## src/rtl/alu_pkg.sv

```systemverilog
`default_nettype none
// ============================================================================
// Module   : alu_pkg
// Purpose  : Shared types and defaults for the execute-stage ALU.
// Revision : 1.0
// ============================================================================
package alu_pkg;

    localparam int c_width   = 16;
    localparam int c_shamt_w = 4;

    typedef enum logic [3:0] {
        ALU_AND = 4'h0,
        ALU_OR  = 4'h1,
        ALU_XOR = 4'h2,
        ALU_NOT = 4'h3,
        ALU_NEG = 4'h4,
        ALU_SL  = 4'h5,
        ALU_SR  = 4'h6,
        ALU_ADD = 4'h7,
        ALU_SUB = 4'h8,
        ALU_MUL = 4'h9,
        ALU_NOP = 4'hF
    } alu_ctrl_e;

    typedef enum logic [0:0] {
        IDLE = 1'b0,
        MUL  = 1'b1
    } state_e;

endpackage
`default_nettype wire

```

## src/rtl/alu_exec_stage_seq_multiplier.sv

```systemverilog
`default_nettype none
// ============================================================================
// Module   : seq_multiplier
// Purpose  : Unsigned shift-add multiplier, one partial product per cycle.
// Revision : 1.0
// ============================================================================
module seq_multiplier #(
    parameter int WIDTH = 16
) (
    input  logic                 clk,
    input  logic                 rst_n,
    input  logic                 abort,
    input  logic                 start,
    input  logic [WIDTH-1:0]     a,
    input  logic [WIDTH-1:0]     b,
    output logic                 done,
    output logic [2*WIDTH-1:0]   product
);

    localparam int                 c_cnt_w = (WIDTH > 1) ? $clog2(WIDTH) : 1;
    localparam logic [c_cnt_w-1:0] c_last  = c_cnt_w'(WIDTH - 1);

    logic                 r_busy;
    logic [c_cnt_w-1:0]   r_cnt;
    logic [2*WIDTH-1:0]   r_mcand;
    logic [WIDTH-1:0]     r_mplier;
    logic [2*WIDTH-1:0]   r_acc;
    logic [2*WIDTH-1:0]   w_acc_next;

    // done and product are combinational so the caller can register the
    // final accumulation on the same edge as the last iteration.
    assign w_acc_next = r_acc + (r_mplier[0] ? r_mcand : '0);
    assign done       = r_busy & (r_cnt == c_last);
    assign product    = w_acc_next;

    always_ff @(posedge clk or negedge rst_n) begin
        if (!rst_n) begin
            r_busy   <= 1'b0;
            r_cnt    <= '0;
            r_mcand  <= '0;
            r_mplier <= '0;
            r_acc    <= '0;
        end else if (abort) begin
            r_busy <= 1'b0;
            r_cnt  <= '0;
        end else if (start) begin
            r_busy   <= 1'b1;
            r_cnt    <= '0;
            r_mcand  <= {{WIDTH{1'b0}}, a};
            r_mplier <= b;
            r_acc    <= '0;
        end else if (r_busy) begin
            r_acc    <= w_acc_next;
            r_mcand  <= r_mcand << 1;
            r_mplier <= r_mplier >> 1;
            r_cnt    <= r_cnt + 1'b1;
            if (done) begin
                r_busy <= 1'b0;
            end
        end
    end

endmodule
`default_nettype wire

```

## src/rtl/alu_exec_stage.sv

```systemverilog
`default_nettype none
// ============================================================================
// Module   : alu_exec_stage
// Purpose  : Pipelined execute stage: single-cycle ALU ops plus iterative MUL.
// Revision : 1.0
// ============================================================================
module alu_exec_stage
    import alu_pkg::*;
#(
    parameter int WIDTH   = c_width,
    parameter int SHAMT_W = c_shamt_w
) (
    input  logic              clk,
    input  logic              rst_n,
    input  logic              flush,
    input  logic              in_valid,
    output logic              in_ready,
    input  logic [3:0]        ctrl,
    input  logic [WIDTH-1:0]  op_a,
    input  logic [WIDTH-1:0]  op_b,
    output logic              out_valid,
    input  logic              out_ready,
    output logic [WIDTH-1:0]  result,
    output logic              flag_z,
    output logic              flag_c,
    output logic              flag_v,
    output logic              illegal
);

    localparam logic [WIDTH-1:0] c_one = WIDTH'(1);

    state_e              r_state;
    logic                r_out_valid;
    logic [WIDTH-1:0]    r_result;
    logic                r_flag_z;
    logic                r_flag_c;
    logic                r_flag_v;
    logic                r_illegal;

    logic                w_accept;
    logic                w_mul_start;
    logic                w_mul_done;
    logic [2*WIDTH-1:0]  w_product;
    logic [WIDTH:0]      w_sum;
    logic [WIDTH:0]      w_diff;
    logic [WIDTH-1:0]    w_res;
    logic                w_c;
    logic                w_v;
    logic                w_ill;
    logic                w_zen;
    logic                w_z;

    // rst_n gates in_ready so nothing is accepted while reset is held.
    assign in_ready    = rst_n & (r_state == IDLE) & (~r_out_valid | out_ready) & ~flush;
    assign w_accept    = in_valid & in_ready;
    assign w_mul_start = w_accept & (ctrl == ALU_MUL);

    assign w_sum  = {1'b0, op_a} + {1'b0, op_b};
    assign w_diff = {1'b0, op_a} - {1'b0, op_b};

    always_comb begin
        w_res = '0;
        w_c   = 1'b0;
        w_v   = 1'b0;
        w_ill = 1'b0;
        w_zen = 1'b1;
        case (ctrl)
            ALU_AND: w_res = op_a & op_b;
            ALU_OR:  w_res = op_a | op_b;
            ALU_XOR: w_res = op_a ^ op_b;
            ALU_NOT: w_res = ~op_a;
            ALU_NEG: w_res = (~op_a) + c_one;
            ALU_SL:  w_res = op_a << op_b[SHAMT_W-1:0];
            ALU_SR:  w_res = op_a >> op_b[SHAMT_W-1:0];
            ALU_ADD: begin
                w_res = w_sum[WIDTH-1:0];
                w_c   = w_sum[WIDTH];
                w_v   = (op_a[WIDTH-1] == op_b[WIDTH-1]) &
                        (w_sum[WIDTH-1] != op_a[WIDTH-1]);
            end
            ALU_SUB: begin
                w_res = w_diff[WIDTH-1:0];
                w_c   = w_diff[WIDTH];
                w_v   = (op_a[WIDTH-1] != op_b[WIDTH-1]) &
                        (w_diff[WIDTH-1] != op_a[WIDTH-1]);
            end
            ALU_MUL: w_res = '0;
            // A bubble carries no flags at all, not even zero.
            ALU_NOP: w_zen = 1'b0;
            default: w_ill = 1'b1;
        endcase
        w_z = w_ill | (w_zen & (w_res == '0));
    end

    seq_multiplier #(
        .WIDTH (WIDTH)
    ) u_mul (
        .clk     (clk),
        .rst_n   (rst_n),
        .abort   (flush),
        .start   (w_mul_start),
        .a       (op_a),
        .b       (op_b),
        .done    (w_mul_done),
        .product (w_product)
    );

    always_ff @(posedge clk or negedge rst_n) begin
        if (!rst_n) begin
            r_state     <= IDLE;
            r_out_valid <= 1'b0;
            r_result    <= '0;
            r_flag_z    <= 1'b0;
            r_flag_c    <= 1'b0;
            r_flag_v    <= 1'b0;
            r_illegal   <= 1'b0;
        end else if (flush) begin
            r_state     <= IDLE;
            r_out_valid <= 1'b0;
        end else begin
            case (r_state)
                IDLE: begin
                    if (w_accept) begin
                        if (ctrl == ALU_MUL) begin
                            r_state     <= MUL;
                            r_out_valid <= 1'b0;
                        end else begin
                            r_out_valid <= 1'b1;
                            r_result    <= w_res;
                            r_flag_z    <= w_z;
                            r_flag_c    <= w_c;
                            r_flag_v    <= w_v;
                            r_illegal   <= w_ill;
                        end
                    end else if (out_ready) begin
                        r_out_valid <= 1'b0;
                    end
                end
                MUL: begin
                    if (w_mul_done) begin
                        r_state     <= IDLE;
                        r_out_valid <= 1'b1;
                        r_result    <= w_product[WIDTH-1:0];
                        r_flag_z    <= (w_product[WIDTH-1:0] == '0);
                        r_flag_c    <= 1'b0;
                        r_flag_v    <= |w_product[2*WIDTH-1:WIDTH];
                        r_illegal   <= 1'b0;
                    end
                end
                default: r_state <= IDLE;
            endcase
        end
    end

    assign out_valid = r_out_valid;
    assign result    = r_result;
    assign flag_z    = r_flag_z;
    assign flag_c    = r_flag_c;
    assign flag_v    = r_flag_v;
    assign illegal   = r_illegal;

endmodule
`default_nettype wire
```

## config.mk

```make
export PLATFORM = sky130hd
export DESIGN_NAME = alu_exec_stage
export DESIGN_NICKNAME = d
export VERILOG_FILES = /design/src/rtl/alu_pkg.sv /design/src/rtl/alu_exec_stage_seq_multiplier.sv /design/src/rtl/alu_exec_stage.sv
export SDC_FILE = /design/constraint.sdc
export NUM_CORES = 1
export LEC_CHECK = 0
export CAP_MARGIN = 25
export CORE_ASPECT_RATIO = 0.9
export CORE_MARGIN = 5
export CORE_UTILIZATION = 33
export CTS_BUF_LIST = sky130_fd_sc_hd__clkbuf_16
export DETAILED_ROUTE_END_ITERATION = 10
export GPL_TIMING_DRIVEN = 0
export SYNTH_ARGS = -nofsm -noshare
export SYNTH_HDL_FRONTEND = slang
export SYNTH_SLANG_ARGS = --single-unit
```

## constraint.sdc

```tcl
create_clock -name clk -period 3.5 [get_ports clk]
set_input_delay 0.35 -clock clk [delete_from_list [all_inputs] [get_ports clk]]
set_output_delay 0.35 -clock clk [all_outputs]
set_load 0.05 [all_outputs]
```

After elaboration in Yosys (flattened, before gate mapping)
Index checks and enable logic that the tools add are counted.

storage, ports and cells
  register bits = 107
  word-level logic and storage cells = 115
  output and inout port bits = 22
  input bits = 41

operators by class
  equality and inequality tests = 20
  shift operators = 2
  muxes and demuxes = 48
  $add $sub $neg = 5
  reductions and logical operators = 10
  bitwise operators = 18

operators with widths
  cell                                           count
  2-to-1 mux 32 bit                              5
  one-hot mux 16 bit (9 select lines)            1
  2-to-1 mux 16 bit                              5
  adder 32 bit                                   1
  zero test 16 bit                               2
  one-hot mux 16 bit (2 select lines)            1
  2-to-1 mux 1 bit                               25
  adder 16 x 16 -> 17 bit                        1
  subtractor 16 x 16 -> 17 bit                   1
  adder 16 x 1 -> 16 bit, second input constant  1
  bitwise AND 16 bit                             1
  == test 4 x 3 -> 1 bit, second input constant  4
  == test 4 bit, second input constant           4
  inverter 16 bit                                1
  bitwise OR 16 bit                              1
  one-hot mux 1 bit (2 select lines)             8
  OR reduction 16 bit                            1
  << shifter 16 x 4 -> 16 bit                    1
  right shift 16 x 4 -> 16 bit                   1
  bitwise XOR 16 bit                             1
  2-to-1 mux 4 bit                               3
  OR reduction 11 bit                            1
  bitwise AND 1 bit                              9
  == test 4 x 2 -> 1 bit, second input constant  2
  other kinds (15)                               22

Longest topological paths before layout
Gate-level depths: netlist (run 1).

  depth in word-level cells = 9
  mapped depth = 15
  gate-level depth less buffers = 14

Hierarchy
A second synthesis (run 1) with hierarchy kept.

second synthesis, totals
  cell total of the unflattened synthesis = 1382
  area, all modules = 11208.2 sq um

modules (own cells, without submodules)
  module          sequential area each (sq um)  area an instance (sq um)  cells each  times used
  alu_exec_stage  550.5                         5634.2                    763         1
  seq_multiplier  2127.0                        5574.1                    619         1

Worst setup path before layout (run 1)
No wires, ideal clock.

  path type = register to register
  start point = register r_out_valid, in the netlist out_valid
  end point = register u_mul.r_acc[10]
  buffers on the path = 2
  period minus slack after synthesis = 4203 ps
  data required time = 3434 ps
  arrival = 4137 ps
  setup time = 66 ps
  slack = -703 ps
  cell stages (with the launch flop) = 11
  cells stage by stage = dfrtp_1 nor2b_1 nor4b_1 nand2_1 nor2_1 nor2_1 or2_0 clkbuf_1 nor2_1 clkbuf_1 a22o_1

on the way
  longest elaborated chain between the ends = 8
  elaborated cells between the ends (all ways) = 9
  classes of those cells = mux (1); bitwise (6); reduce/logical (2)

RTL lines
  element                               line                                 text
  start, declared                       alu_exec_stage.sv:33                 logic r_out_valid;
  start signal, assigned                alu_exec_stage.sv:111                r_out_valid <= 1'b0;
  start signal, assigned                alu_exec_stage.sv:119                r_out_valid <= 1'b0;
  start signal, assigned                alu_exec_stage.sv:126                r_out_valid <= 1'b0;
  inverter 1 bit (*)                    alu_exec_stage.sv:54                 assign in_ready = rst_n & (r_state == IDLE) & (~r_out_valid | out_ready) & ~flush;
  bitwise OR 1 bit (*)                  alu_exec_stage.sv:54
  bitwise AND 1 bit (*) (2 in a row)    alu_exec_stage.sv:54
  named net in_ready                    alu_exec_stage.sv:17                 output logic in_ready,
  bitwise AND 1 bit (*)                 alu_exec_stage.sv:55                 assign w_accept = in_valid & in_ready;
  bitwise AND 1 bit (*)                 alu_exec_stage.sv:56                 assign w_mul_start = w_accept & (ctrl == ALU_MUL);
  nonzero test 2 bit (no source line)   -
  AND reduction 2 bit (no source line)  -
  end signal, assigned                  alu_exec_stage_seq_multiplier.sv:53  r_acc <= w_acc_next;
  end, declared                         alu_exec_stage_seq_multiplier.sv:27  logic [2*WIDTH-1:0] r_acc;

Mark *: on every way through the listed nets, which the timed path passes. The rest lies on a longest branch.
A chain may end at the register's enable or synchronous reset.

Final worst setup path (run 1)
  start point = input op_a[12]
  end point = register r_result[15], in the netlist result[15]

on the way
  longest elaborated chain between the ends = 6
  elaborated cells between the ends (all ways) = 10
  classes of those cells = add/sub (3); shift (2); mux (4); bitwise (1)

RTL lines
  element                                  line                   text
  start, declared                          alu_exec_stage.sv:19   input logic [WIDTH-1:0] op_a,
  inverter 16 bit                          alu_exec_stage.sv:72   ALU_NEG: w_res = (~op_a) + c_one;
  adder 16 x 1 -> 16 bit                   alu_exec_stage.sv:72
  one-hot mux 16 bit (9 select lines) (*)  alu_exec_stage.sv:67   case (ctrl)
  2-to-1 mux 16 bit (*)                    alu_exec_stage.sv:124  if (ctrl == ALU_MUL) begin
  2-to-1 mux 16 bit (*)                    alu_exec_stage.sv:123  if (w_accept) begin
  one-hot mux 16 bit (2 select lines) (*)  alu_exec_stage.sv:121  case (r_state)
  end signal, assigned                     alu_exec_stage.sv:129  r_result <= w_res;
  end signal, assigned                     alu_exec_stage.sv:143  r_result <= w_product[WIDTH-1:0];
  end, declared                            alu_exec_stage.sv:34   logic [WIDTH-1:0] r_result;

Mark *: on every way between the ends. The rest lies on a longest branch, timed or not. The select of a mux whose other input is x is not followed.

==> impl_results.html, run 1 <==
<table>
<tr><th>Metric</th><th>Value</th></tr>
<tr><th colspan="2">Clocking</th></tr>
<tr><td>Total clock buffers created by CTS</td><td>9</td></tr>
<tr><td>Clock Tree Buf Depth</td><td>2</td></tr>
<tr><td>Total clock sinks</td><td>107</td></tr>
<tr><td>Clock tree from TritonCTS</td><td>built</td></tr>
<tr><td>Clock latency of the later-clocked register in the worst-skew pair</td><td>0.37 ns</td></tr>
<tr><td>Clock Pin Slew Worst Setup and Hold Paths</td><td>0.08 ns</td></tr>
<tr><td>Total number of H-tree levels</td><td>3</td></tr>
<tr><td>Buffer cell driving the clock tree root</td><td>sky130_fd_sc_hd__clkbuf_16</td></tr>
<tr><th colspan="2">Timing</th></tr>
<tr><td>Actual transition at the worst max-transition pin</td><td>a little over 1 ns</td></tr>
<tr><td>Relative slew slack</td><td>31.01%</td></tr>
<tr><td>Fmax</td><td>283.9 MHz</td></tr>
<tr><td>Post-route setup slack</td><td>-0.02221 ns</td></tr>
<tr><td>Setup repair after global routing missed its margin</td><td>yes</td></tr>
<tr><td>Final-layout worst hold slack</td><td>-0.01188 ns</td></tr>
<tr><td>Final Hold Violating Endpoints</td><td>1</td></tr>
<tr><td>Shortest clock period the worst path allows after layout</td><td>3.522 ns</td></tr>
<tr><td>Endpoints failing setup</td><td>1</td></tr>
<tr><td>Fin crit share</td><td>100.6%</td></tr>
<tr><td>Worst Clk Skew</td><td>0.01064 ns</td></tr>
<tr><td>Slew Viols, Final</td><td>0</td></tr>
<tr><th colspan="2">Logic synthesis</th></tr>
<tr><td>Synthesized flop and latch total</td><td>~110</td></tr>
<tr><td>Portion of the post-synthesis area used by sequential elements</td><td>24.84%</td></tr>
<tr><td>Syn. warnings</td><td>0</td></tr>
<tr><td>Nets in the synthesized netlist</td><td>about 1.5k</td></tr>
<tr><td>Number of instances in the synthesized netlist</td><td>1345</td></tr>
<tr><td>Combined area of all synthesized cells</td><td>10780 um2</td></tr>
<tr><td>Most common flop cell mapped by yosys</td><td>sky130_fd_sc_hd__dfrtp_1</td></tr>
<tr><td>Post-Synthesis Mean Instance Area</td><td>approximately 8 um2</td></tr>
<tr><td>Unique masters post-synth</td><td>86</td></tr>
<tr><td>Number of synthesized flops with an enable pin</td><td>0</td></tr>
<tr><td>Asr flop ratio synth</td><td>100.0%</td></tr>
<tr><th colspan="2">Die</th></tr>
<tr><td>Floorplan die area</td><td>36390 um2</td></tr>
<tr><td>Die boundary width</td><td>200.5 um</td></tr>
<tr><td>Initial standard-cell utilization of the core</td><td>33.57%</td></tr>
<tr><td>Height of the die</td><td>roughly 180 um</td></tr>
<tr><td>Num rows</td><td>62</td></tr>
<tr><td>Std-Cell Core Area</td><td>between 30000 and 40000 um2</td></tr>
<tr><td>I/O pin total</td><td>63</td></tr>
<tr><th colspan="2">Critical path</th></tr>
<tr><td>Cell at the slowest stage of the critical path</td><td>sky130_fd_sc_hd__clkdlybuf4s50_1</td></tr>
<tr><td>Reg2Reg Capture Point</td><td>flag_v</td></tr>
<tr><td>Kind of cell with the highest combined delay on the critical path</td><td>compound AO/OA/AOI/OAI gates</td></tr>
<tr><td>Ordered list of cells on the worst path</td><td>clkdlybuf4s50_1, clkbuf_2, inv_1, ha_1, inv_1, a21oi_1, nor3b_1, a31oi_4, a311oi_2, o41a_1, o22ai_4, mux2i_1, o21ai_1</td></tr>
<tr><td>R2R Setup Slk</td><td>0 ns</td></tr>
<tr><td>Combined buffer and inverter count along the critical path</td><td>4</td></tr>
<tr><td>Critical path data arrival time</td><td>3.76 ns</td></tr>
<tr><td>Reg-to-reg critical path startpoint</td><td>u_mul.r_mplier[0]</td></tr>
<tr><td>Launching element type of the critical path</td><td>primary input</td></tr>
<tr><td>Critical setup path kind</td><td>in -&gt; reg</td></tr>
<tr><td>Most frequent CP cell</td><td>sky130_fd_sc_hd__inv_1</td></tr>
<tr><td>CP Data Required Time</td><td>around 3.7 ns</td></tr>
<tr><td>Max incr delay on CP</td><td>0.59 ns</td></tr>
<tr><td>Reg2Reg Depth</td><td>14</td></tr>
<tr><td>Worst Path Max Fanout</td><td>10</td></tr>
<tr><td>Critical path capture point type</td><td>register</td></tr>
<tr><th colspan="2">Final layout</th></tr>
<tr><td>Core occupancy in the finished layout</td><td>40.81%</td></tr>
<tr><td>Inserted Diodes</td><td>0</td></tr>
<tr><td>Total number of nets in the final design</td><td>1562</td></tr>
<tr><td>FILL cells</td><td>3267</td></tr>
<tr><td>Share of layout cells above drive strength 1</td><td>about 16%</td></tr>
<tr><td>Leading cell type in the layout, fill and taps excluded</td><td>sky130_fd_sc_hd__nand2_1</td></tr>
<tr><td>Synthesis-to-finish area growth</td><td>21.59%</td></tr>
<tr><td>Final standard cell count with taps included and fillers excluded</td><td>1853</td></tr>
<tr><td>Final instance area</td><td>13110 um2</td></tr>
<tr><td>Most used cells in the layout excluding fill and tap cells</td><td>sky130_fd_sc_hd__nand2_1, sky130_fd_sc_hd__nor2_1, sky130_fd_sc_hd__dfrtp_1</td></tr>
<tr><th colspan="2">Route</th></tr>
<tr><td>Number of vias per cell after detailed routing</td><td>a little under 6</td></tr>
<tr><td>Post-Route WL</td><td>between 40000 and 50000 um</td></tr>
<tr><td>Iteration-0 DRC count of the detailed router</td><td>1334</td></tr>
<tr><td>Antenna Violating Nets Remaining</td><td>0</td></tr>
<tr><td>WL per Instance</td><td>22.40 um</td></tr>
<tr><td>Via count</td><td>11.06k</td></tr>
<tr><td>DRC errors left</td><td>0</td></tr>
<tr><td>Router iterations before antenna repair</td><td>5</td></tr>
<tr><th colspan="2">GRT</th></tr>
<tr><td>Wire length of the first global-routing pass</td><td>62490 um</td></tr>
<tr><td>Largest net degree at the start of global routing</td><td>just under 70</td></tr>
<tr><td>Grt total ovfl</td><td>0</td></tr>
<tr><td>Number of global-route vias before repair</td><td>10.35k</td></tr>
<tr><td>Initial antenna violation count</td><td>0</td></tr>
<tr><td>Total routing usage reported by global routing</td><td>21.72%</td></tr>
<tr><th colspan="2">Placement</th></tr>
<tr><td>Post-DP HPWL</td><td>32040 um</td></tr>
<tr><td>RePlAce Congestion</td><td>1.018</td></tr>
<tr><td>Count of buffers inserted at the top-level ports</td><td>58</td></tr>
<tr><td>Placed Cells</td><td>1821</td></tr>
<tr><td>Placed Area</td><td>11920 um2</td></tr>
<tr><th colspan="2">Pwr</th></tr>
<tr><td>Internal portion of total power</td><td>2.676 mW</td></tr>
<tr><td>Max IR drop VDD</td><td>227.8 uV</td></tr>
<tr><td>Combinational group share of total power</td><td>between 40 and 50%</td></tr>
<tr><td>Proportion of power drawn by flip-flops and latches</td><td>34.6%</td></tr>
<tr><td>Power Density</td><td>331.5 nW/um2</td></tr>
<tr><td>Clock network fraction of design power</td><td>24.8%</td></tr>
<tr><td>Reported leakage power</td><td>~5.7 nW</td></tr>
<tr><td>Switching power total</td><td>roughly 1.7 mW</td></tr>
<tr><td>Sw Share</td><td>38.40%</td></tr>
<tr><th colspan="2">Flow run</th></tr>
<tr><td>Maxcap violations</td><td>0</td></tr>
<tr><th colspan="2">Status</th></tr>
<tr><td>Result of the run</td><td>finished with violations</td></tr>
<tr><td>Violated checks</td><td>hold timing, setup timing</td></tr>
<tr><th colspan="2">Min path</th></tr>
<tr><td>Worst hold path type</td><td>in -&gt; async</td></tr>
</table>
-- worst register-to-register path, stage by stage (launching register included) --
cell and delay (ns):
sky130_fd_sc_hd__dfrtp_2 0.45, sky130_fd_sc_hd__buf_6 0.15, sky130_fd_sc_hd__and2_2 0.20, sky130_fd_sc_hd__ha_4 0.27, sky130_fd_sc_hd__a21o_1 0.18, sky130_fd_sc_hd__a31o_1 0.20, sky130_fd_sc_hd__nor2b_1 0.16, sky130_fd_sc_hd__or4_1 0.40
sky130_fd_sc_hd__o22a_1 0.25, sky130_fd_sc_hd__buf_4 0.16, sky130_fd_sc_hd__a31o_1 0.25, sky130_fd_sc_hd__a21oi_2 0.17, sky130_fd_sc_hd__xnor2_2 0.09, sky130_fd_sc_hd__nor4b_2 0.32, sky130_fd_sc_hd__a31oi_1 0.13
-- final cells by class --
cell class              instances  area, um2  share of cell area [%]
clock inverters                 4      68.82                  0.5250
flip-flops and latches        107       2679                   20.44
inverters                      63      244.0                   1.861
well taps                     416      520.5                   3.971
plain buffers                  93      508.0                   3.876
multi-input cells            1072       8020                   61.19
clock buffers                   9      225.2                   1.718
repair buffers                 89      842.1                   6.424
-- flip-flops by register name, indices dropped and copies added (netlist names) --
register / count
u_mul.r_acc: 32
u_mul.r_mcand: 32
result: 16
u_mul.r_mplier: 16
u_mul.r_cnt: 4
flag_c: 1
flag_v: 1
flag_z: 1
illegal: 1
out_valid: 1
r_state: 1
u_mul.r_busy: 1
-- through the flow --
stage               setup TNS (ns)  setup slack (ns)  total power, mW
finish                    -0.02221          -0.02221            4.345
global route               -0.4109           -0.1972            4.549
CTS                       -0.08879          -0.08879            4.279
detailed placement          -29.14            -1.779            3.075
global placement           -660.20            -4.424            3.057
floorplan                        0          0.006867            2.509
-- power groups by stage --
| stage | sequential, mW | clock (mW) | combinational [mW] |
|---|---|---|---|
| 2_1_floorplan | 1.71 | 0 | 0.796 |
| 3_3_place_gp | 1.52 | 0 | 1.54 |
| 3_5_place_dp | 1.52 | 0 | 1.55 |
| 4_1_cts | 1.50 | 1.11 | 1.67 |
| 5_1_grt | 1.52 | 1.15 | 1.88 |
| 6_report | 1.50 | 1.08 | 1.76 |
-- layer usage --
metal  track usage [%]  up-vias  share of wire, %
li1                  -     5053                 -
met1             31.80     5424                47
met2             31.50      523                41
met3             6.368       62               9.3
met4             5.037        0               2.2
met5                 0        -                 0
-- synthesized netlist by cell type (4+ instances only) --
master | number | share of area (%)
sky130_fd_sc_hd__dfrtp_1 | 107 | 25
sky130_fd_sc_hd__nor4b_1 | 4 | 0.32
sky130_fd_sc_hd__nand2_1 | 175 | 6.1
sky130_fd_sc_hd__a21o_1 | 27 | 1.9
sky130_fd_sc_hd__inv_1 | 61 | 2.1
sky130_fd_sc_hd__a21oi_1 | 71 | 3.3
sky130_fd_sc_hd__mux2_2 | 5 | 0.52
sky130_fd_sc_hd__o32ai_1 | 5 | 0.41
sky130_fd_sc_hd__o21a_1 | 6 | 0.42
sky130_fd_sc_hd__xnor2_1 | 35 | 2.8
sky130_fd_sc_hd__a22o_1 | 24 | 1.9
sky130_fd_sc_hd__nand2b_1 | 7 | 0.41
sky130_fd_sc_hd__buf_2 | 17 | 0.79
sky130_fd_sc_hd__clkbuf_1 | 77 | 2.7
sky130_fd_sc_hd__mux4_2 | 26 | 5.4
sky130_fd_sc_hd__and3_1 | 8 | 0.46
sky130_fd_sc_hd__o31ai_1 | 10 | 0.70
sky130_fd_sc_hd__or4_1 | 5 | 0.35
sky130_fd_sc_hd__nand4_1 | 9 | 0.52
sky130_fd_sc_hd__mux2i_1 | 37 | 3.4
sky130_fd_sc_hd__nor2_1 | 122 | 4.2
sky130_fd_sc_hd__o21bai_1 | 6 | 0.42
sky130_fd_sc_hd__a211o_1 | 4 | 0.32
sky130_fd_sc_hd__or3_1 | 7 | 0.41
sky130_fd_sc_hd__nor3_1 | 37 | 1.7
sky130_fd_sc_hd__xor2_1 | 15 | 1.2
sky130_fd_sc_hd__a211oi_1 | 17 | 1.2
sky130_fd_sc_hd__and2_1 | 35 | 2.0
sky130_fd_sc_hd__o21ai_0 | 58 | 2.7
sky130_fd_sc_hd__o221ai_1 | 8 | 0.65
sky130_fd_sc_hd__o22ai_1 | 13 | 0.75
sky130_fd_sc_hd__o211ai_1 | 10 | 0.70
sky130_fd_sc_hd__nand3_1 | 43 | 2.0
sky130_fd_sc_hd__ha_1 | 83 | 9.6
sky130_fd_sc_hd__buf_1 | 5 | 0.17
sky130_fd_sc_hd__nor2b_1 | 12 | 0.70
sky130_fd_sc_hd__a221o_1 | 7 | 0.65
sky130_fd_sc_hd__o21ai_1 | 12 | 0.56
sky130_fd_sc_hd__a31oi_1 | 42 | 2.4
sky130_fd_sc_hd__nor4_1 | 10 | 0.58
-- worst max-delay path by stage --
stage                      start              end  slack, ns  cells after the start
2_1_floorplan  u_mul.r_mplier[0]           flag_v      0.007                     14
3_3_place_gp               rst_n  u_mul.r_acc[11]      -4.42                     10
3_5_place_dp             op_b[1]       result[14]      -1.78                     14
4_1_cts        u_mul.r_mplier[0]           flag_v      -0.09                     14
5_1_grt                 op_a[12]       result[15]      -0.20                     13
6_report                op_a[12]       result[15]      -0.02                     13
-- what timing repair did --
action,4_1_cts,5_1_grt
resized for setup,112,76
endpoints found under the setup margin,16,20
endpoints found under the hold margin,39,0
pin swaps,22,27
buffers inserted,18,10
hold buffers,1,0
-- logic make-up after synthesis --
group,synth area share [%]
mux,9.494
xor+xnor,4.062
fa+ha+maj,10.19
simple gates,21.60
buf+inv,6.221
flops,24.84
compound gates,23.60
(Power assumes the default switching activity.)
==> inputs of run 2 (changes only) <==
--- a/config.mk
+++ b/config.mk
@@ -8,10 +8,12 @@
 export CAP_MARGIN = 25
 export CORE_ASPECT_RATIO = 0.9
 export CORE_MARGIN = 5
-export CORE_UTILIZATION = 33
+export CORE_UTILIZATION = 50
 export CTS_BUF_LIST = sky130_fd_sc_hd__clkbuf_16
 export DETAILED_ROUTE_END_ITERATION = 10
 export GPL_TIMING_DRIVEN = 0
+export PLACE_DENSITY = 0.71
+export SKIP_CTS_REPAIR_TIMING = 1
 export SYNTH_ARGS = -nofsm -noshare
 export SYNTH_HDL_FRONTEND = slang
 export SYNTH_SLANG_ARGS = --single-unit
==> impl_results.html, run 2 (same netlist as run 1, synthesis figures left out) <==
<table>
<tr><th>Metric</th><th>Value</th></tr>
<tr><th colspan="2">Final layout</th></tr>
<tr><td>Total number of nets in the final design</td><td>between 1.5k and 2k</td></tr>
<tr><td>Most used cells in the layout excluding fill and tap cells</td><td>sky130_fd_sc_hd__nand2_1, sky130_fd_sc_hd__nor2_1, sky130_fd_sc_hd__dfrtp_1</td></tr>
<tr><td>Synthesis-to-finish area growth</td><td>19.63%</td></tr>
<tr><td>Registers with the highest flip-flop counts</td><td>u_mul.r_acc: 32 flops, u_mul.r_mcand: 32 flops</td></tr>
<tr><td>Leading cell type in the layout, fill and taps excluded</td><td>sky130_fd_sc_hd__nand2_1</td></tr>
<tr><td>Final standard cell count with taps included and fillers excluded</td><td>1725</td></tr>
<tr><td>Inserted Diodes</td><td>0</td></tr>
<tr><td>Share of layout cells above drive strength 1</td><td>15.48%</td></tr>
<tr><th colspan="2">Route</th></tr>
<tr><td>Post-Route WL</td><td>40930 um</td></tr>
<tr><td>DRC errors left</td><td>0</td></tr>
<tr><td>Iteration-0 DRC count of the detailed router</td><td>1176</td></tr>
<tr><td>Router iterations before antenna repair</td><td>5</td></tr>
<tr><td>Antenna Violating Nets Remaining</td><td>0</td></tr>
<tr><td>WL per Instance</td><td>between 20 and 25 um</td></tr>
<tr><td>Number of vias per cell after detailed routing</td><td>roughly 6.5</td></tr>
<tr><td>Via count</td><td>between 10k and 15k</td></tr>
<tr><th colspan="2">Timing</th></tr>
<tr><td>Shortest clock period the worst path allows after layout</td><td>3.703 ns</td></tr>
<tr><td>Actual transition at the worst max-transition pin</td><td>1.048 ns</td></tr>
<tr><td>Relative slew slack</td><td>between 20% and 30%</td></tr>
<tr><td>Final Hold Violating Endpoints</td><td>25</td></tr>
<tr><td>Worst Clk Skew</td><td>0.01398 ns</td></tr>
<tr><td>Post-route setup slack</td><td>-0.2031 ns</td></tr>
<tr><td>Setup TNS</td><td>-0.2556 ns</td></tr>
<tr><td>Fin crit share</td><td>105.8%</td></tr>
<tr><td>Final-layout worst hold slack</td><td>-0.02464 ns</td></tr>
<tr><td>Setup repair after global routing missed its margin</td><td>yes</td></tr>
<tr><td>Endpoints failing setup</td><td>3</td></tr>
<tr><td>Fmax</td><td>270.0 MHz</td></tr>
<tr><td>Slew Viols, Final</td><td>0</td></tr>
<tr><th colspan="2">Placement</th></tr>
<tr><td>Post-DP HPWL</td><td>roughly 32000 um</td></tr>
<tr><td>Count of buffers inserted at the top-level ports</td><td>58</td></tr>
<tr><td>Placed Cells</td><td>1696</td></tr>
<tr><td>RePlAce Congestion</td><td>about 1.0</td></tr>
<tr><th colspan="2">Clocking</th></tr>
<tr><td>Total clock buffers created by CTS</td><td>9</td></tr>
<tr><td>Clock Pin Slew Worst Setup and Hold Paths</td><td>0.07 ns</td></tr>
<tr><td>Clock Tree Buf Depth</td><td>2</td></tr>
<tr><td>Buffer cell driving the clock tree root</td><td>sky130_fd_sc_hd__clkbuf_16</td></tr>
<tr><td>Clock latency of the later-clocked register in the worst-skew pair</td><td>around 0.36 ns</td></tr>
<tr><td>Clock tree from TritonCTS</td><td>built</td></tr>
<tr><td>Total clock sinks</td><td>107</td></tr>
<tr><td>Total number of H-tree levels</td><td>3</td></tr>
<tr><th colspan="2">Status</th></tr>
<tr><td>Result of the run</td><td>finished with violations</td></tr>
<tr><td>Violated checks</td><td>hold timing, setup timing</td></tr>
<tr><th colspan="2">Critical path</th></tr>
<tr><td>CP Data Required Time</td><td>3.73 ns</td></tr>
<tr><td>Critical path data arrival time</td><td>3.94 ns</td></tr>
<tr><td>Worst Path Max Fanout</td><td>6</td></tr>
<tr><td>R2R Setup Slk</td><td>-0.20 ns</td></tr>
<tr><td>Launching element type of the critical path</td><td>register</td></tr>
<tr><td>Critical setup path kind</td><td>reg -&gt; reg</td></tr>
<tr><td>Critical path capture point type</td><td>register</td></tr>
<tr><th colspan="2">Pwr</th></tr>
<tr><td>Max IR drop VDD</td><td>214.4 uV</td></tr>
<tr><td>Reported leakage power</td><td>~5.7 nW</td></tr>
<tr><td>Power Density</td><td>between 300 and 400 nW/um2</td></tr>
<tr><th colspan="2">GRT</th></tr>
<tr><td>Number of global-route vias before repair</td><td>10.32k</td></tr>
<tr><td>Initial antenna violation count</td><td>0</td></tr>
<tr><td>Wire length of the first global-routing pass</td><td>60970 um</td></tr>
<tr><td>Largest net degree at the start of global routing</td><td>64</td></tr>
<tr><td>Total routing usage reported by global routing</td><td>32.31%</td></tr>
<tr><td>Grt total ovfl</td><td>0</td></tr>
<tr><th colspan="2">Flow run</th></tr>
<tr><td>Maxcap violations</td><td>0</td></tr>
<tr><th colspan="2">Die</th></tr>
<tr><td>Std-Cell Core Area</td><td>21440 um2</td></tr>
<tr><td>Num rows</td><td>51</td></tr>
<tr><td>Height of the die</td><td>149.3 um</td></tr>
<tr><td>Floorplan die area</td><td>24600 um2</td></tr>
<tr><td>Initial standard-cell utilization of the core</td><td>between 50% and 60%</td></tr>
<tr><td>Die boundary width</td><td>164.8 um</td></tr>
<tr><td>I/O pin total</td><td>63</td></tr>
<tr><th colspan="2">Min path</th></tr>
<tr><td>Worst hold path type</td><td>in -&gt; async</td></tr>
</table>
==> run 2: cell count changes in the layout (fill, tap and decap cells not counted), moves of 3 or more <==
| cell | delta |
|---|---|
| sky130_fd_sc_hd__a211oi_1 | -3 |
| sky130_fd_sc_hd__a21oi_1 | +3 |
| sky130_fd_sc_hd__a21oi_2 | -4 |
| sky130_fd_sc_hd__buf_4 | -11 |
| sky130_fd_sc_hd__buf_6 | +4 |
| sky130_fd_sc_hd__clkbuf_2 | +3 |
| sky130_fd_sc_hd__clkbuf_4 | +3 |
| sky130_fd_sc_hd__ha_2 | +3 |
| sky130_fd_sc_hd__inv_1 | +4 |
==> run 2: final cells by class <==
class,instances,area [um2]
Clock inverter,7,62.56
Multi-Input combinational cell,1072,8023
Inverter,63,240.2
Tap cell,291,364.1
Timing Repair Buffer,82,795.8
Sequential cell,107,2679
Buffer,94,506.7
Clock buffer,9,225.2
Fill cell,1989,8544
==> run 2: where the power goes <==
part,internal [mW],switching [mW]
combinational,0.668,1.09
sequential,1.39,0.119
clock,0.548,0.469
total,2.61,1.68
==> run 2: final timing paths <==
check,from,cells after the start,end
max reg2reg,u_mul.r_mplier[0],13,flag_v
min,rst_n,1,result[6]
max in group asynchronous,rst_n,2,u_mul.r_mcand[27]
min reg2reg,u_mul.r_mcand[31],2,u_mul.r_mcand[31]
max,u_mul.r_mplier[0],13,flag_v
min in group clk,op_b[4],3,u_mul.r_mplier[4]
==> run 2: stage by stage <==
step / power, mW / utilization (%) / hold slack, ns / setup WS [ns] / instance area (um2)
global route: 4.476 / 60.15 / 0.02310 / -0.4161 / 12900
global placement: 3.043 / 54.72 / 0.4551 / -4.020 / 11730
detailed placement: 3.071 / 54.87 / 0.4581 / -1.580 / 11760
finish: 4.284 / 60.15 / -0.02464 / -0.2031 / 12900
floorplan: 2.509 / - / 0.05441 / 0.006867 / 10790
CTS: 4.078 / 56.21 / 0.1234 / -1.226 / 12050
==> run 2: critical path, stage by stage (launching register included) <==
cell and delay [ns]:
sky130_fd_sc_hd__dfrtp_2 0.47, sky130_fd_sc_hd__buf_6 0.16, sky130_fd_sc_hd__and2_4 0.14, sky130_fd_sc_hd__ha_4 0.25
sky130_fd_sc_hd__a211oi_2 0.24, sky130_fd_sc_hd__o21ai_1 0.16, sky130_fd_sc_hd__o211ai_1 0.33, sky130_fd_sc_hd__nand3_2 0.16
sky130_fd_sc_hd__a21oi_4 0.20, sky130_fd_sc_hd__xnor2_2 0.10, sky130_fd_sc_hd__or4_4 0.55, sky130_fd_sc_hd__or4_4 0.44
sky130_fd_sc_hd__nor4_4 0.26, sky130_fd_sc_hd__a31oi_1 0.12
==> run 2: routing by layer <==
layer	vias up	share of wire (%)	track usage (%)
met3	99	11	9.422
met1	5381	44	47.55
li1	5058	-	-
met2	617	41	45.00
met5	-	0.18	2.273
met4	2	3.4	10.69
==> inputs of run 3 (changes only) <==
--- a/config.mk
+++ b/config.mk
@@ -12,7 +12,7 @@
 export CTS_BUF_LIST = sky130_fd_sc_hd__clkbuf_16
 export DETAILED_ROUTE_END_ITERATION = 10
 export GPL_TIMING_DRIVEN = 0
-export PLACE_DENSITY = 0.71
+export PLACE_DENSITY = 0.69
 export SKIP_CTS_REPAIR_TIMING = 1
 export SYNTH_ARGS = -nofsm -noshare
 export SYNTH_HDL_FRONTEND = slang
==> constraint.sdc (replaced) <==
create_clock -name clk -period 4.3 [get_ports clk]
set_input_delay 0.43 -clock clk [delete_from_list [all_inputs] [get_ports clk]]
set_output_delay 0.43 -clock clk [all_outputs]
set_load 0.05 [all_outputs]
==> impl_results.html, run 3 (same netlist as run 1, synthesis figures left out) <==
<table>
<tr><th>Metric</th><th>Value</th></tr>
<tr><th colspan="2">Status</th></tr>
<tr><td>Result of the run</td><td>finished clean</td></tr>
<tr><th colspan="2">Final layout</th></tr>
<tr><td>Leading cell type in the layout, fill and taps excluded</td><td>sky130_fd_sc_hd__nand2_1</td></tr>
<tr><td>Registers with the highest flip-flop counts</td><td>u_mul.r_acc: 32 flops, u_mul.r_mcand: 32 flops</td></tr>
<tr><td>FILL cells</td><td>2042</td></tr>
<tr><td>Footprint of the multi-input gates</td><td>7531 um2</td></tr>
<tr><td>Most used cells in the layout excluding fill and tap cells</td><td>sky130_fd_sc_hd__nand2_1, sky130_fd_sc_hd__nor2_1, sky130_fd_sc_hd__dfrtp_1</td></tr>
<tr><td>Inserted Diodes</td><td>0</td></tr>
<tr><td>Share of layout cells above drive strength 1</td><td>8.368%</td></tr>
<tr><td>Total number of nets in the final design</td><td>between 1.5k and 2k</td></tr>
<tr><td>Register area</td><td>2679 um2</td></tr>
<tr><td>Synthesis-to-finish area growth</td><td>13.32%</td></tr>
<tr><th colspan="2">Route</th></tr>
<tr><td>Via count</td><td>around 11k</td></tr>
<tr><td>DRC errors left</td><td>0</td></tr>
<tr><td>WL per Instance</td><td>around 23 um</td></tr>
<tr><td>Antenna Violating Nets Remaining</td><td>0</td></tr>
<tr><td>Number of vias per cell after detailed routing</td><td>6.357</td></tr>
<tr><td>Post-Route WL</td><td>39350 um</td></tr>
<tr><td>Router iterations before antenna repair</td><td>6</td></tr>
<tr><td>Iteration-0 DRC count of the detailed router</td><td>1345</td></tr>
<tr><th colspan="2">GRT</th></tr>
<tr><td>Total routing usage reported by global routing</td><td>31.74%</td></tr>
<tr><td>Initial antenna violation count</td><td>0</td></tr>
<tr><td>Largest net degree at the start of global routing</td><td>between 70 and 80</td></tr>
<tr><td>Wire length of the first global-routing pass</td><td>between 50000 and 60000 um</td></tr>
<tr><td>Grt total ovfl</td><td>0</td></tr>
<tr><td>Number of global-route vias before repair</td><td>9997</td></tr>
<tr><th colspan="2">Timing</th></tr>
<tr><td>Shortest clock period the worst path allows after layout</td><td>around 4.2 ns</td></tr>
<tr><td>Actual transition at the worst max-transition pin</td><td>roughly 0.86 ns</td></tr>
<tr><td>Fin crit share</td><td>a little over nine tenths</td></tr>
<tr><td>Slew Viols, Final</td><td>0</td></tr>
<tr><td>Endpoints failing setup</td><td>0</td></tr>
<tr><td>Final Hold Violating Endpoints</td><td>0</td></tr>
<tr><td>Relative slew slack</td><td>around 42%</td></tr>
<tr><td>Setup TNS</td><td>0 ns</td></tr>
<tr><td>Fmax</td><td>about 240 MHz</td></tr>
<tr><td>Worst Clk Skew</td><td>0.007551 ns</td></tr>
<tr><th colspan="2">Critical path</th></tr>
<tr><td>Crit path from</td><td>op_a[7]</td></tr>
<tr><td>Critical path data arrival time</td><td>~4.5 ns</td></tr>
<tr><td>Ordered list of cells on the worst path</td><td>clkdlybuf4s50_1, clkbuf_1, inv_1, ha_1, nor4_1, o21a_1, nor3_1, nor3_1, mux2i_1, nand3_1, nor3_2, nand4b_1, o31ai_2</td></tr>
<tr><td>Critical path capture point type</td><td>register</td></tr>
<tr><td>Most frequent CP cell</td><td>sky130_fd_sc_hd__nor3_1</td></tr>
<tr><td>Launching element type of the critical path</td><td>primary input</td></tr>
<tr><td>Cell at the slowest stage of the critical path</td><td>sky130_fd_sc_hd__clkdlybuf4s50_1</td></tr>
<tr><td>Max incr delay on CP</td><td>between 0.5 and 0.6 ns</td></tr>
<tr><td>Critical setup path kind</td><td>in -&gt; reg</td></tr>
<tr><td>CP Data Required Time</td><td>roughly 4.6 ns</td></tr>
<tr><td>Reg-to-reg critical path startpoint</td><td>u_mul.r_mplier[0]</td></tr>
<tr><td>Worst Path Max Fanout</td><td>10</td></tr>
<tr><th colspan="2">Die</th></tr>
<tr><td>Die boundary width</td><td>~160 um</td></tr>
<tr><td>I/O pin total</td><td>63</td></tr>
<tr><td>Num rows</td><td>51</td></tr>
<tr><td>Floorplan die area</td><td>24600 um2</td></tr>
<tr><td>Initial standard-cell utilization of the core</td><td>50.28%</td></tr>
<tr><td>Std-Cell Core Area</td><td>21440 um2</td></tr>
<tr><td>Height of the die</td><td>149.3 um</td></tr>
<tr><th colspan="2">Pwr</th></tr>
<tr><td>Max IR drop VDD</td><td>240.3 uV</td></tr>
<tr><td>Total power draw</td><td>about 3.5 mW</td></tr>
<tr><td>Reported leakage power</td><td>between 5 and 6 nW</td></tr>
<tr><td>Power Density</td><td>283.0 nW/um2</td></tr>
<tr><th colspan="2">Clocking</th></tr>
<tr><td>Clock latency of the later-clocked register in the worst-skew pair</td><td>around 0.36 ns</td></tr>
<tr><td>Total clock sinks</td><td>107</td></tr>
<tr><td>Total number of H-tree levels</td><td>3</td></tr>
<tr><td>Buffer cell driving the clock tree root</td><td>sky130_fd_sc_hd__clkbuf_16</td></tr>
<tr><td>Clock Pin Slew Worst Setup and Hold Paths</td><td>0.07 ns</td></tr>
<tr><td>Clock Tree Buf Depth</td><td>2</td></tr>
<tr><td>Clock tree from TritonCTS</td><td>built</td></tr>
<tr><td>Total clock buffers created by CTS</td><td>9</td></tr>
<tr><th colspan="2">Min path</th></tr>
<tr><td>Worst hold path type</td><td>in -&gt; async</td></tr>
<tr><th colspan="2">Placement</th></tr>
<tr><td>RePlAce Congestion</td><td>1.004</td></tr>
<tr><td>Post-DP HPWL</td><td>slightly above 30000 um</td></tr>
<tr><td>Count of buffers inserted at the top-level ports</td><td>58</td></tr>
<tr><th colspan="2">Flow run</th></tr>
<tr><td>Maxcap violations</td><td>0</td></tr>
</table>
## run 3: cell types whose count changed in the layout (fill, tap and decap cells not counted), sizes merged
cell,delta
bufinv,+1
dlymetal6s2s,-3
clkinv,+1
clkinvlp,-2
buf,-28
clkbuf,+13
clkdlybuf4s50,+6
## run 3: metrics by stage
stage / setup slack, ns / std cells / area [um2] / utilization (%) / hold WS, ns
2_1_floorplan: 0.09677 / 1345 / 10780 / - / 0.1344
3_3_place_gp: -3.275 / 1694 / 11730 / 54.69 / 0.4557
3_5_place_dp: -0.8888 / 1696 / 11760 / 54.83 / 0.4341
4_1_cts: -0.5329 / 1712 / 12090 / 56.38 / 0.04900
5_1_grt: -0.004979 / 1713 / 12220 / 56.98 / 0.07293
6_report: 0.09535 / 1713 / 12220 / 56.98 / 0.03860
## run 3: path summary, 6_finish.rpt
| path | to | slack (ns) | cells past startpoint |
|---|---|---|---|
| min reg2reg | u_mul.r_mcand[31] | 0.47 | 2 |
| min | result[2] | 0.04 | 1 |
| max reg2reg | flag_v | 0.16 | 14 |
| max in group asynchronous | u_mul.r_mplier[0] | 3.51 | 2 |
| min in group clk | u_mul.r_mcand[31] | 0.47 | 2 |
| max | flag_z | 0.1 | 13 |
## run 3: power by group
| part | internal [mW] | switching (mW) |
|---|---|---|
| Combinational | 0.466 | 0.839 |
| Clock | 0.522 | 0.410 |
| Sequential | 1.13 | 0.0893 |
| Total | 2.12 | 1.34 |
## run 3: layout make-up
cell class                 count  share of cell area, %
inverter                      63                  1.936
sequential                   107                  21.93
clock buffer                   9                  1.844
tap                          291                  2.980
multi-input combinational   1072                  61.64
timing repair buffer          62                  5.162
buffer                       102                  3.615
clock inverter                 7                 0.8910
## run 3: critical path, delay by kind of cell
family	cells	cell delay, ns
compound gates	2	0.56
fa+ha+maj	1	0.46
buf+inv	3	1.19
mux	1	0.33
simple gates	6	1.50
## run 3: layer usage
layer,track usage (%),share of wire (%),up-vias
met5,0,0,-
met3,8.538,11,53
met4,6.778,1.9,0
li1,-,-,5017
met1,48.40,46,5286
met2,44.84,42,534
